$ cat src/rtl/sfx_arbiter.sv
// sfx_arbiter: shares one tone generator between N_REQ sound requesters.
// Grants go by fixed priority, with index 0 the highest. The arbiter times
// each sound, adds a silence gap after a sound ends on its own, and lets a
// higher-priority request displace the sound that is playing.
module sfx_arbiter #(
  parameter int N_REQ      = 4,
  parameter int FREQ_W     = 24,
  parameter int DUR_W      = 24,
  parameter int GAP_CYCLES = 1200,
  localparam int OW        = (N_REQ > 1) ? $clog2(N_REQ) : 1
) (
  input  logic                      i_clk,
  input  logic                      i_rst,
  input  logic [N_REQ-1:0]          i_req,
  input  logic [N_REQ*FREQ_W-1:0]   i_freq,
  input  logic [N_REQ*DUR_W-1:0]    i_dur,
  input  logic                      i_mute,
  output logic [FREQ_W-1:0]         o_freq,
  output logic [N_REQ-1:0]          o_ack,
  output logic [N_REQ-1:0]          o_done,
  output logic                      o_preempt,
  output logic                      o_busy,
  output logic [OW-1:0]             o_owner
);

  typedef enum logic [1:0] {
    ST_IDLE = 2'd0,
    ST_PLAY = 2'd1,
    ST_GAP  = 2'd2
  } state_t;

  // The counter is loaded with (cycles - 1), so zero marks the last cycle of a phase.
  localparam logic [DUR_W-1:0] GAP_LOAD = (GAP_CYCLES > 0) ? DUR_W'(GAP_CYCLES - 1) : '0;

  state_t              state_reg, state_next;
  logic [DUR_W-1:0]    cnt_reg, cnt_next;
  logic [OW-1:0]       owner_reg, owner_next;
  logic [FREQ_W-1:0]   tone_reg, tone_next;
  logic [FREQ_W-1:0]   freq_reg, freq_next;
  logic [N_REQ-1:0]    ack_reg, ack_next;
  logic [N_REQ-1:0]    done_reg, done_next;
  logic                preempt_reg, preempt_next;
  logic                busy_reg, busy_next;

  logic [FREQ_W-1:0]   freq_word [N_REQ];
  logic [DUR_W-1:0]    dur_word  [N_REQ];
  logic                win_any;
  logic [OW-1:0]       win_idx;
  logic [N_REQ-1:0]    win_onehot;
  logic [N_REQ-1:0]    owner_onehot;
  logic [DUR_W-1:0]    win_dur;
  logic [DUR_W-1:0]    win_load;
  logic                grant;

  genvar gi;
  generate
    for (gi = 0; gi < N_REQ; gi++) begin : g_unpack
      assign freq_word[gi] = i_freq[gi*FREQ_W +: FREQ_W];
      assign dur_word[gi]  = i_dur[gi*DUR_W +: DUR_W];
    end
  endgenerate

  // Find the lowest-index active request. A zero duration plays for one cycle.
  always_comb begin
    win_any = 1'b0;
    win_idx = '0;
    for (int k = N_REQ - 1; k >= 0; k--) begin
      if (i_req[k]) begin
        win_any = 1'b1;
        win_idx = OW'(k);
      end
    end
    win_dur    = dur_word[win_idx];
    win_load   = (win_dur == '0) ? '0 : win_dur - DUR_W'(1);
    win_onehot = '0;
    win_onehot[win_idx] = 1'b1;
    owner_onehot = '0;
    owner_onehot[owner_reg] = 1'b1;
  end

  // Compute the next state and the registered outputs. A preemption is checked
  // before completion, so a higher-priority request that arrives in the last
  // tone cycle wins.
  always_comb begin
    state_next   = state_reg;
    cnt_next     = cnt_reg;
    owner_next   = owner_reg;
    tone_next    = tone_reg;
    ack_next     = '0;
    done_next    = '0;
    preempt_next = 1'b0;
    grant        = 1'b0;

    case (state_reg)
      ST_IDLE: begin
        grant = win_any;
      end
      ST_PLAY: begin
        if (win_any && (win_idx < owner_reg)) begin
          grant        = 1'b1;
          preempt_next = 1'b1;
        end else if (cnt_reg != '0) begin
          cnt_next = cnt_reg - DUR_W'(1);
        end else begin
          done_next = owner_onehot;
          if (GAP_CYCLES > 0) begin
            state_next = ST_GAP;
            cnt_next   = GAP_LOAD;
          end else begin
            state_next = ST_IDLE;
            cnt_next   = '0;
          end
        end
      end
      ST_GAP: begin
        // A higher-priority request ends the gap early. On the last gap cycle,
        // any pending request is granted without passing through IDLE.
        if (win_any && ((win_idx < owner_reg) || (cnt_reg == '0))) begin
          grant = 1'b1;
        end else if (cnt_reg != '0) begin
          cnt_next = cnt_reg - DUR_W'(1);
        end else begin
          state_next = ST_IDLE;
        end
      end
      default: begin
        state_next = ST_IDLE;
        cnt_next   = '0;
      end
    endcase

    if (grant) begin
      state_next = ST_PLAY;
      cnt_next   = win_load;
      owner_next = win_idx;
      tone_next  = freq_word[win_idx];
      ack_next   = win_onehot;
    end

    freq_next = ((state_next == ST_PLAY) && !i_mute) ? tone_next : '0;
    busy_next = (state_next != ST_IDLE);
  end

  // Hold the state and the outputs in registers. Reset drops any sound that is in progress.
  always_ff @(posedge i_clk) begin
    if (i_rst) begin
      state_reg   <= ST_IDLE;
      cnt_reg     <= '0;
      owner_reg   <= '0;
      tone_reg    <= '0;
      freq_reg    <= '0;
      ack_reg     <= '0;
      done_reg    <= '0;
      preempt_reg <= 1'b0;
      busy_reg    <= 1'b0;
    end else begin
      state_reg   <= state_next;
      cnt_reg     <= cnt_next;
      owner_reg   <= owner_next;
      tone_reg    <= tone_next;
      freq_reg    <= freq_next;
      ack_reg     <= ack_next;
      done_reg    <= done_next;
      preempt_reg <= preempt_next;
      busy_reg    <= busy_next;
    end
  end

  assign o_freq    = freq_reg;
  assign o_ack     = ack_reg;
  assign o_done    = done_reg;
  assign o_preempt = preempt_reg;
  assign o_busy    = busy_reg;
  assign o_owner   = owner_reg;

endmodule

$ cat config.mk
export PLATFORM = sky130hd
export DESIGN_NAME = sfx_arbiter
export DESIGN_NICKNAME = d
export VERILOG_FILES = /design/src/rtl/sfx_arbiter.sv
export SDC_FILE = /design/constraint.sdc
export NUM_CORES = 1
export LEC_CHECK = 0
export CAP_MARGIN = 20
export CORE_ASPECT_RATIO = 1.75
export CORE_MARGIN = 2
export CORE_UTILIZATION = 49
export DETAILED_ROUTE_END_ITERATION = 12
export PLACE_DENSITY_LB_ADDON = 0.1
export SLEW_MARGIN = 15
export SYNTH_ARGS = -nofsm -noshare
export SYNTH_HDL_FRONTEND = slang
export SYNTH_SLANG_ARGS = --single-unit
$ cat constraint.sdc
create_clock -name i_clk -period 6.6 [get_ports i_clk]
set_input_delay 1.32 -clock i_clk [delete_from_list [all_inputs] [get_ports i_clk]]
set_output_delay 1.32 -clock i_clk [all_outputs]
set_load 0.03 [all_outputs]
== After elaboration in Yosys (flattened, before gate mapping) ==
Cells that the tools add are included.
Storage, ports and cells
  output and inout port bits: 36
  register bits: 86
Operators by class
  reduce and logical (&&, ||, !) cells: 17
  mux-type cells: 35
  order comparisons: 6
  $add $sub $neg: 2
  equal/unequal tests: 7
  bitwise logic cells: 4
Operators with widths (count)
  24-bit 2-to-1 mux: 11
  24-bit binary-select mux with 2-bit select: 2
  24-bit one-hot mux with 3 select lines: 1
  24-bit zero test: 2
  24-bit by 1-bit subtractor with 24-bit output (second input constant): 2
  24-bit nonzero test: 1
  2-bit 2-to-1 mux: 9
  3-bit != test (second input constant): 3
  1-bit 2-to-1 mux: 8
  2-bit by 3-bit < comparator with 1-bit output (second input constant): 2
  2-bit one-hot mux with 3 select lines: 1
  2-bit OR reduction: 3
  1-bit logical AND: 5
  1-bit demux with 2-bit select: 2
  2-bit by 1-bit equality test with 1-bit output (second input constant): 2
  2-bit by 1-bit >= comparator with 1-bit output (second input constant): 2
  4-bit AND reduction: 1
  4-bit OR reduction: 1
  3-bit >= comparator (second input constant): 1
  1-bit NOT: 3
  2-bit NOT with 3-bit output: 1
  1-bit one-hot mux with 3 select lines: 1
  2-bit equality test (second input constant): 1
  2-bit zero test: 1
  5 further kinds: 5

== Depth between registers and ports, before layout ==
  word-level depth: 14
  depth in mapped cells: 17

== Worst setup path before layout ==
No wires, ideal clock.
  kind: in2reg
  from: in i_req[2]
  to: reg cnt_reg[18]
  path buffers: 6
  required time: 6.468 ns
  library setup time: 0.132 ns
  slack: 2.276 ns
  stages on the path: 17
  arrival time: 4.193 ns
  path through: buf_4 -> buf_6 -> buf_4 -> buf_4 -> clkbuf_1 -> buf_1 -> a221oi_1 -> nor3_1 -> a21oi_1 -> ha_1 -> nand3_1 -> nor4b_1 -> nand3_1 -> nor4_2 -> xor2_1 -> a211oi_1 -> nor3_1
Between the ends
  cells in the longest elaborated chain, start to end: 10
Ends and longest elaborated chain
  from (decl): RTL line 14  | input logic [N_REQ-1:0] i_req,
  2-bit 2-to-1 mux (3 in a row): RTL line 68  | if (i_req[k]) begin
  2-bit NOT with 3-bit output (not written as such) / 2-bit < comparator (equally long branches): RTL line 73, 99, 118
  24-bit binary-select mux with 2-bit select / 1-bit logical OR (equally long branches): RTL line 73, 118
  24-bit 2-to-1 mux (not written as such) / 1-bit logical AND (equally long branches): RTL line 73, 118
  24-bit 2-to-1 mux (not written as such) / 1-bit 2-to-1 mux (equally long branches): RTL line 73, 118
  24-bit by 1-bit subtractor with 24-bit output (tied with other cells): RTL line 74  | win_load = (win_dur == '0) ? '0 : win_dur - DUR_W'(1);
  24-bit 2-to-1 mux (tied with other cells): RTL line 74
  24-bit 2-to-1 mux / 4-bit AND reduction (equally long branches)
  to (signal assigned): RTL line 158  | cnt_reg <= cnt_next;
  to (decl): RTL line 36  | logic [DUR_W-1:0] cnt_reg, cnt_next;
Several ways; a longest one is shown, not always the timed one. The select of a mux whose other input is x is not followed.
A chain may end at the register's enable or synchronous reset.

== Worst setup path in the final report ==
  from: in i_req[1]
  to: reg cnt_reg[20]
Between the ends
  cells in the longest elaborated chain, start to end: 9
Ends and longest elaborated chain (RTL line)
  2-bit 2-to-1 mux (2 in a row): 68
  2-bit NOT with 3-bit output (not written as such) / 2-bit < comparator (equally long branches): 73, 99, 118
  24-bit binary-select mux with 2-bit select / 1-bit logical OR (equally long branches): 73, 118
  24-bit 2-to-1 mux (not written as such) / 1-bit logical AND (equally long branches): 73, 118
  24-bit 2-to-1 mux (not written as such) / 1-bit 2-to-1 mux (equally long branches): 73, 118
  24-bit by 1-bit subtractor with 24-bit output (tied with other cells): 74
  24-bit 2-to-1 mux (tied with other cells): 74
  24-bit 2-to-1 mux / 4-bit AND reduction (equally long branches)
Several ways; a longest one is shown, not always the timed one. The select of a mux whose other input is x is not followed.

==> impl_metrics.yaml <==
outcome:
  status: "finished, final reports clean"
detailed_routing:
  post_drt_wl_per_cell_um: 19.71
  met3WireLength_um: 1402
  firstDrtPassIters: 5
  drt_iter0_drc: 367
  ant_nets: 0
  met2_length_um: 12360
  dr.max_layer_used: "met4"
  met1_length_um: 7796
  drc_errors: 0
  via_count: 6901
  via_per_inst: 5.939
  wirelength_um: 22900
setup_path:
  cp_max_fo: 17
  crit_start: "i_req[1]"
  cp.required_ps: 6800
  cp-start-kind: "input pin"
  worstSetupPathType: "input pin to flip-flop"
  r2r_start: "cnt_reg[0]$_SDFFE_PP0P_"
  cp-end-kind: "flip-flop"
  critPathArrivalTime_ps: 4910
finish:
  area_growth_pct: 44.25
  instances_no_fill: 1162
  fin_nets: 1196
  diodes: 0
  drive_above_1_share_pct: 6.338
  fillers: 1078
grt:
  grt_pass1_wl_um: 35000
  grt_max_degree: 59
  grt-ovfl-total: 0
  grt_pass1_vias: 6901
  track_usage_pct: 34.07
  antenna_found_initial: 0
timing:
  finalClockSkew_ps: 9.693
  tns_ps: 0
  fin_hold_ws_ps: 468.0
  finalCriticalPeriod_ps: 4711
  fmax_mhz: 212.3
  worstMarginPinSlew_ps: 1027
  finalHoldViolCount: 0
  maxSlewHeadroom_pct: 31.38
  finalMaxSlewViolations: 0
  finalCritPeriodShare_pct: 71.38
  setup_viol: 0
  worst_slack_ps: 1889
  rsz0062_at_grt: "no"
logic_synthesis:
  synth_seq_cells: 86
  ys_types: 74
  synthArstFlopShare_pct: 0
  synth.yosys.seq_area_share_pct: 28.16
  synth_edf_count: 0
  synth_nets: 997
  syn_inst: 790
  synth_warnings: 0
  ys.flop_type: "dfxtp_1"
  syn_avg_cell_area_sq_um: 7.738
  netlist_area_sq_um: 6113
power_and_ir_drop:
  leakage_uw: 0.003451
  powerDensity_nw_per_um2: 201.5
  peakVddDrop_v: 0.0001319
  p_total_uw: 1777
placed_design:
  portBuffers: 234
  dpl.hpwl_um: 17730
  dp_cells: 1146
  preCtsSetupSlack_ps: 1323
  routabilityCongestion: 1.024
clock_network:
  cts_buffers: 9
  holdBufCountCts: 0
  clockRootBuffer: "clkbuf_16"
  h-tree-depth: 3
  numClockSinks: 86
  post_cts_resized: 0
  cts_tree: "yes"
  clk_path_buf_depth: 2
  clk_pin_slew_ps: 70
  clock_latency_ps: 350
  cts_setup_buffers: 0
floorplan:
  coreArea_sq_um: 12300
  die_h_um: 151.8
  std_cell_rows: 54
  die_area_sq_um: 13420
  ioPinCount: 235
  fp.dieW_um: 88.44
  initial_core_util_pct: 49.72
flow_run:
  drv_cap: 0
worst_hold_path:
  hp-class: "flip-flop to flip-flop"
  hp-start: "tone_reg[3]$_SDFF_PP0_"
==> layer usage <==
metal	vias to the layer above	global-route usage [%]
met5	-	0
met1	3214	32.77
li1	3300	-
met3	96	7.638
met2	291	63.98
met4	0	19.92
==> cells in the mapped netlist, types with 5 or more instances <==
master,instances,share of area [%]
a22oi_1,14,1.7
o21ai_0,27,2.2
a31oi_1,6,0.61
xor2_1,6,0.86
inv_1,26,1.6
nor3b_1,6,0.74
a21oi_1,61,5.0
nand2_1,53,3.3
clkbuf_1,25,1.5
or2_2,5,0.51
buf_4,7,0.86
or3_1,7,0.72
nor4_1,7,0.72
ha_1,8,1.6
nand4_1,5,0.51
nand3_1,18,1.5
buf_1,5,0.31
a21o_1,6,0.74
dfxtp_1,86,28
a221oi_1,9,1.3
o21a_1,7,0.86
nor2b_1,5,0.51
a22o_1,5,0.72
buf_2,18,1.5
nand3b_1,6,0.74
o221ai_1,27,3.9
o22ai_1,9,0.92
mux2i_1,48,7.9
and2_1,11,1.1
and3_1,9,0.92
a221o_1,7,1.1
nor2_1,138,8.5
a211oi_1,11,1.4
nor3_1,21,1.7
xnor2_1,16,2.3
==> critical path, stage by stage <==
cell	delay, ps
clkdlybuf4s50_1	460
buf_4	250
nor3_2	160
or2_1	530
a21oi_1	350
ha_1	260
nand3_1	90
nor4b_1	400
nand3_1	340
nor4_1	460
xnor2_1	180
o22ai_1	90
==> final timing paths <==
path / cells after the start / endpoint / slack [ps]
worst min register to register: 2 / o_freq[3]$_SDFF_PP0_ / 470
worst max-delay path: 12 / cnt_reg[20]$_SDFFE_PP0P_ / 1890
worst max register to register: 10 / o_freq[4]$_SDFF_PP0_ / 3050
worst min-delay path: 2 / o_freq[3]$_SDFF_PP0_ / 470
==> stage by stage <==
| stage | area (sq um) | utilization [%] |
|---|---|---|
| after floorplan | 6113 | - |
| after global placement | 8466 | 68.84 |
| after detailed placement | 8466 | 68.84 |
| after CTS | 8818 | 71.71 |
| after global routing | 8818 | 71.71 |
| final | 8818 | 71.71 |
==> layout by cell type (no fill, tap or decap), types with 9 or more instances in the layout <==
master and n:
a211oi_1 11, a21oi_1 61, a221oi_1 9, a22oi_1 14
and2_1 11, and3_1 9, buf_4 12, clkbuf_16 9
clkdlybuf4s50_1 231, dfxtp_1 86, inv_1 26, mux2i_1 48
nand2_1 53, nand3_1 18, nor2_1 138, nor3_1 21
o21ai_0 27, o221ai_1 27, o22ai_1 9, xnor2_1 16
==> area by class of cell <==
class,instances,area [sq um],share of cell area (%)
repair buffers,246,2417,27.41
flip-flops and latches,86,1722,19.52
well taps,168,210.2,2.384
inverters,26,97.59,1.107
clock buffers,9,225.2,2.554
clock inverters,7,127.6,1.447
multi-input cells,620,4019,45.57
==> cells by family (layout without fill, tap and decap cells) <==
kind of cell,Yosys count,count (layout),share of synthesized area [%]
xor gates and xnor gates,22,22,3.152
AOI/OAI and AO/OA,220,220,26.26
buffers and inverters,84,288,6.324
DFF,86,86,28.16
muxes,48,48,7.859
adders and majority gates,8,8,1.637
and+or+nand+nor,322,322,26.61
==> power breakdown <==
part	leakage [uW]	switching (uW)	internal (uW)	total (uW)
Sequential	0.000706	27.7	564	592
Combinational	0.00257	307	272	579
Clock	0.000173	231	376	607
Note: power is estimated with default switching activity, not from simulation.
==> variant 1, RTL diff (same settings) <==
`DUR_W`: 24 -> 16.
--- a/src/rtl/sfx_arbiter.sv
+++ b/src/rtl/sfx_arbiter.sv
@@ -5,7 +5,7 @@
 module sfx_arbiter #(
   parameter int N_REQ      = 4,
   parameter int FREQ_W     = 24,
-  parameter int DUR_W      = 24,
+  parameter int DUR_W      = 16,
   parameter int GAP_CYCLES = 1200,
   localparam int OW        = (N_REQ > 1) ? $clog2(N_REQ) : 1
 ) (
Interface: changed (resized i_dur); port bits go from 235 to 203. The function was not compared with the original's and may differ.
==> variant 1 against the unedited design <==
Synthesized area is 24% lower. Design area fell by 20%. Setup slack got worse by 0.81 ns. Sequential cell count decreased by 8. Via count shrank 23%. Power up 8.7%. Combinational power grew 42%. Wire length down 21%. Critical path type unchanged. Critical endpoint is now o_freq[23]$_SDFF_PP0_. Highest routed layer unchanged.
==> variant 1: results <==
{
  "status": "finished, final reports clean",
  "hp-start": "tone_reg[23]$_SDFF_PP0_",
  "worst_r2r_endpoint": "o_freq[23]$_SDFF_PP0_",
  "crit_family": "buffers and inverters",
  "track_usage": 0.350,
  "wl_per_cell_um": 21.0,
  "ys_seq_area_frac": 0.335,
  "path_max_fanout": 25,
  "hpwlAfterDp_um": 13400,
  "globalplace.congestion": 0.926,
  "worst_pin_slew_ns": 1.12,
  "wl_met1_um": 5780,
  "cts.reportedPaths.clkPinSlew_ns": 0.06,
  "firstDrtPassIters": 7,
  "worstReg2RegStart": "cnt_reg[0]$_SDFFE_PP0P_",
  "layout.nets": 913,
  "fillCellCount": 653,
  "place.port_buffers": 202,
  "reg2reg_setup_slack_ns": 2.96,
  "dr_total_vias": 5302,
  "grt_max_degree": 54,
  "antenna_found_initial": 0,
  "drive_gt1_frac": 0.112,
  "yosysUniqueCellTypes": 62,
  "synth_common_cells": "nor2_1, dfxtp_1, a21oi_1",
  "p_leak_nw": 2.59,
  "grt_pass1_wl_um": 27900,
  "synthTopCellsByArea": "dfxtp_1, nor2_1, mux2_2",
  "fin_skew_ns": 0.00931,
  "drtIter0Drc": 444,
  "ir_drop_mv": 0.249,
  "wl_met3_um": 1240,
  "critical_path_arrival_ns": 5.69,
  "syn-num-nets": 727,
  "min_to": "tone_reg[23]$_SDFF_PP0_",
  "met2_length_um": 9700,
  "slowest_delay_ns": 0.94,
  "grt_pass1_vias": 5550,
  "slowest_stage": "or3_2",
  "ys_warn_count": 0
}
[variant 1: cells by family after synthesis]
| logic type | synth area share |
|---|---|
| and+or+nand+nor | 0.245 |
| AOI/OAI and AO/OA | 0.253 |
| DFF | 0.335 |
| buffers and inverters | 0.0534 |
| muxes | 0.0623 |
| xor gates and xnor gates | 0.0301 |
| adders and majority gates | 0.0215 |
[variant 1: area by class of cell]
type | instances | area (um2) | area share
multi-input combinational | 420 | 2880 | 0.408
timing repair buffer | 212 | 2100 | 0.297
sequential | 78 | 1560 | 0.221
clock buffer | 12 | 256 | 0.0364
tap | 122 | 153 | 0.0216
inverter | 17 | 63.8 | 0.00905
clock inverter | 3 | 43.8 | 0.00621
[variant 1: tightest hold or removal path: stages, from the launching register on]
cell	delay, ns
dfxtp_1	0.31
a21oi_1	0.08
nor2_1	0.07
[variant 1: report_power, final]
group	leakage, nW	internal (mW)	total, mW	switching, mW
clock network	0.149	0.312	0.503	0.191
registers	0.640	0.555	0.607	0.0522
logic	1.80	0.332	0.822	0.490
total	2.59	1.20	1.93	0.734
[variant 1: worst max-delay path by stage]
stage / to / slack [ns] / cells after the start
floorplan: cnt_reg[10]$_SDFFE_PP0P_ / 2.30 / 12
global placement: cnt_reg[10]$_SDFFE_PP0P_ / 1.08 / 13
detailed placement: o_freq[23]$_SDFF_PP0_ / 0.85 / 13
CTS: o_freq[23]$_SDFF_PP0_ / 1.14 / 13
global route: cnt_reg[10]$_SDFFE_PP0P_ / 0.78 / 13
finish: o_freq[23]$_SDFF_PP0_ / 1.07 / 13
[variant 1: routing by layer]
layer	vias up	global-route usage
met3	84	0.0744
met4	0	0.254
met1	2474	0.336
met2	311	0.639
li1	2433	-
met5	-	0
[variant 1: metrics by stage]
step           worst slack (ns)  hold WS (ns)  cell area (um2)  utilization  cells
2_1_floorplan              2.30         0.446             4660            -    552
3_5_place_dp              0.855         0.474             6750        0.722    849
3_3_place_gp               1.08         0.457             6740        0.721    848
4_1_cts                    1.14         0.486             7050        0.754    864
6_report                   1.07         0.489             7050        0.754    864
5_1_grt                   0.785         0.536             7050        0.754    864
==> variant 2, RTL diff (same flow settings) <==
Without the edit above. Make the reset (`i_rst`) asynchronous in one clocked block.
--- a/src/rtl/sfx_arbiter.sv
+++ b/src/rtl/sfx_arbiter.sv
@@ -142,7 +142,7 @@
   end
 
   // Hold the state and the outputs in registers. Reset drops any sound that is in progress.
-  always_ff @(posedge i_clk) begin
+  always_ff @(posedge i_clk or posedge i_rst) begin
     if (i_rst) begin
       state_reg   <= ST_IDLE;
       cnt_reg     <= '0;
Check against the original RTL: differs if i_rst is asserted again (counterexample within 4 cycles, from zero or initial values and one cycle with i_rst high); with i_rst held inactive, the same outputs for 4 cycles.
==> variant 2 against the unedited design <==
Fmax decreased by 4.1%. Utilization is 0.14 points higher. Setup slack worse by 0.20 ns. Sequential share of layout area up 4.6 points. Sequential cell count did not move. Wire length up 3.2%. Via count fell by 3.0%. Cell count fell by 4.6%. Register-to-register slack worse by 0.83 ns. Synthesized area rose by 1.4%. Design area increased by 1.3%. Largest cell class unchanged. Highest routed layer unchanged.
Power is not compared: it rests on default switching activity, and its combinational part moved more than twofold at a synthesized area within 25%.
==> variant 2: results <==
{
  "synthArstFlopShare": 1.00,
  "worst_pin_slew_ns": 1.06,
  "syn-num-nets": 936,
  "hp-start": "tone_reg[2]$_DFF_PP0_",
  "endpoint": "cnt_reg[4]$_DFFE_PP0P_",
  "synth_xor_area_frac": 0.0283,
  "stdcell_count": 1109,
  "drive_gt1_frac": 0.0617,
  "globalplace.congestion": 0.934,
  "clk-power_uw": 527,
  "grt_max_degree": 87,
  "reg2reg_setup_slack_ns": 2.22,
  "met2_usage": 0.628,
  "numCtsBuffers": 9,
  "synthTopCellsByArea": "dfrtp_1, mux2i_1, nand2_1",
  "wl_um": 23600,
  "worstReg2RegStart": "cnt_reg[0]$_DFFE_PP0P_",
  "vias_per_cell": 6.04,
  "hpwlAfterDp_um": 18700,
  "drtIter0Drc": 425,
  "synth-adder-area-share": 0.0162,
  "synth_common_cells": "dfrtp_1, nand2_1, nor2_1",
  "min_to": "tone_reg[2]$_DFF_PP0_",
  "track_usage": 0.345,
  "multi_input_area_um2": 3780,
  "placed_area_um2": 8620,
  "muxShareOfSynthArea": 0.0775,
  "place_ws_ns": 1.36,
  "cts.reportedPaths.clkPinSlew_ns": 0.07,
  "startpoint": "i_req[0]",
  "min_period_ns": 4.91,
  "yosysUniqueCellTypes": 68,
  "place_inst": 1092,
  "grt_pass1_wl_um": 35400,
  "whs_ns": 0.483,
  "critical_path_arrival_ns": 5.11,
  "antenna_found_initial": 1,
  "status": "finished, final reports clean",
  "syn_inst": 729,
  "grt_use_met1": 0.341,
  "use_met3": 0.0888,
  "worst_r2r_endpoint": "cnt_reg[1]$_DFFE_PP0P_",
  "fillCellCount": 985
}
[variant 2: cell families (layout without fill, tap and decap cells)]
family,after synthesis,count (layout)
and+or+nand+nor,292,292
AOI/OAI and AO/OA,208,208
DFF,86,86
buffers and inverters,67,278
muxes,48,48
xor gates and xnor gates,20,20
adders and majority gates,8,8
other,0,1
[variant 2: metal layers]
metal	share of wire	routed length [um]
met5	0	0
met4	0.055	1290
met3	0.071	1670
met2	0.54	12800
met1	0.33	7850
[variant 2: area by class of cell]
cell class,count,share of cell area
multi-input combinational,576,0.423
timing repair buffer,244,0.270
sequential,86,0.241
clock buffer,9,0.0252
tap,168,0.0235
clock inverter,7,0.00896
inverter,18,0.00770
antenna,1,0.000280
[variant 2: worst max-delay path, stage by stage]
cell             delay [ns]
clkdlybuf4s50_1        0.97
or2_2                  0.24
buf_4                  0.43
a21oi_1                0.11
a221oi_1               0.37
nand4_1                0.32
nor4b_2                0.45
nand4_1                0.18
nand2_1                0.51
o211ai_1               0.20
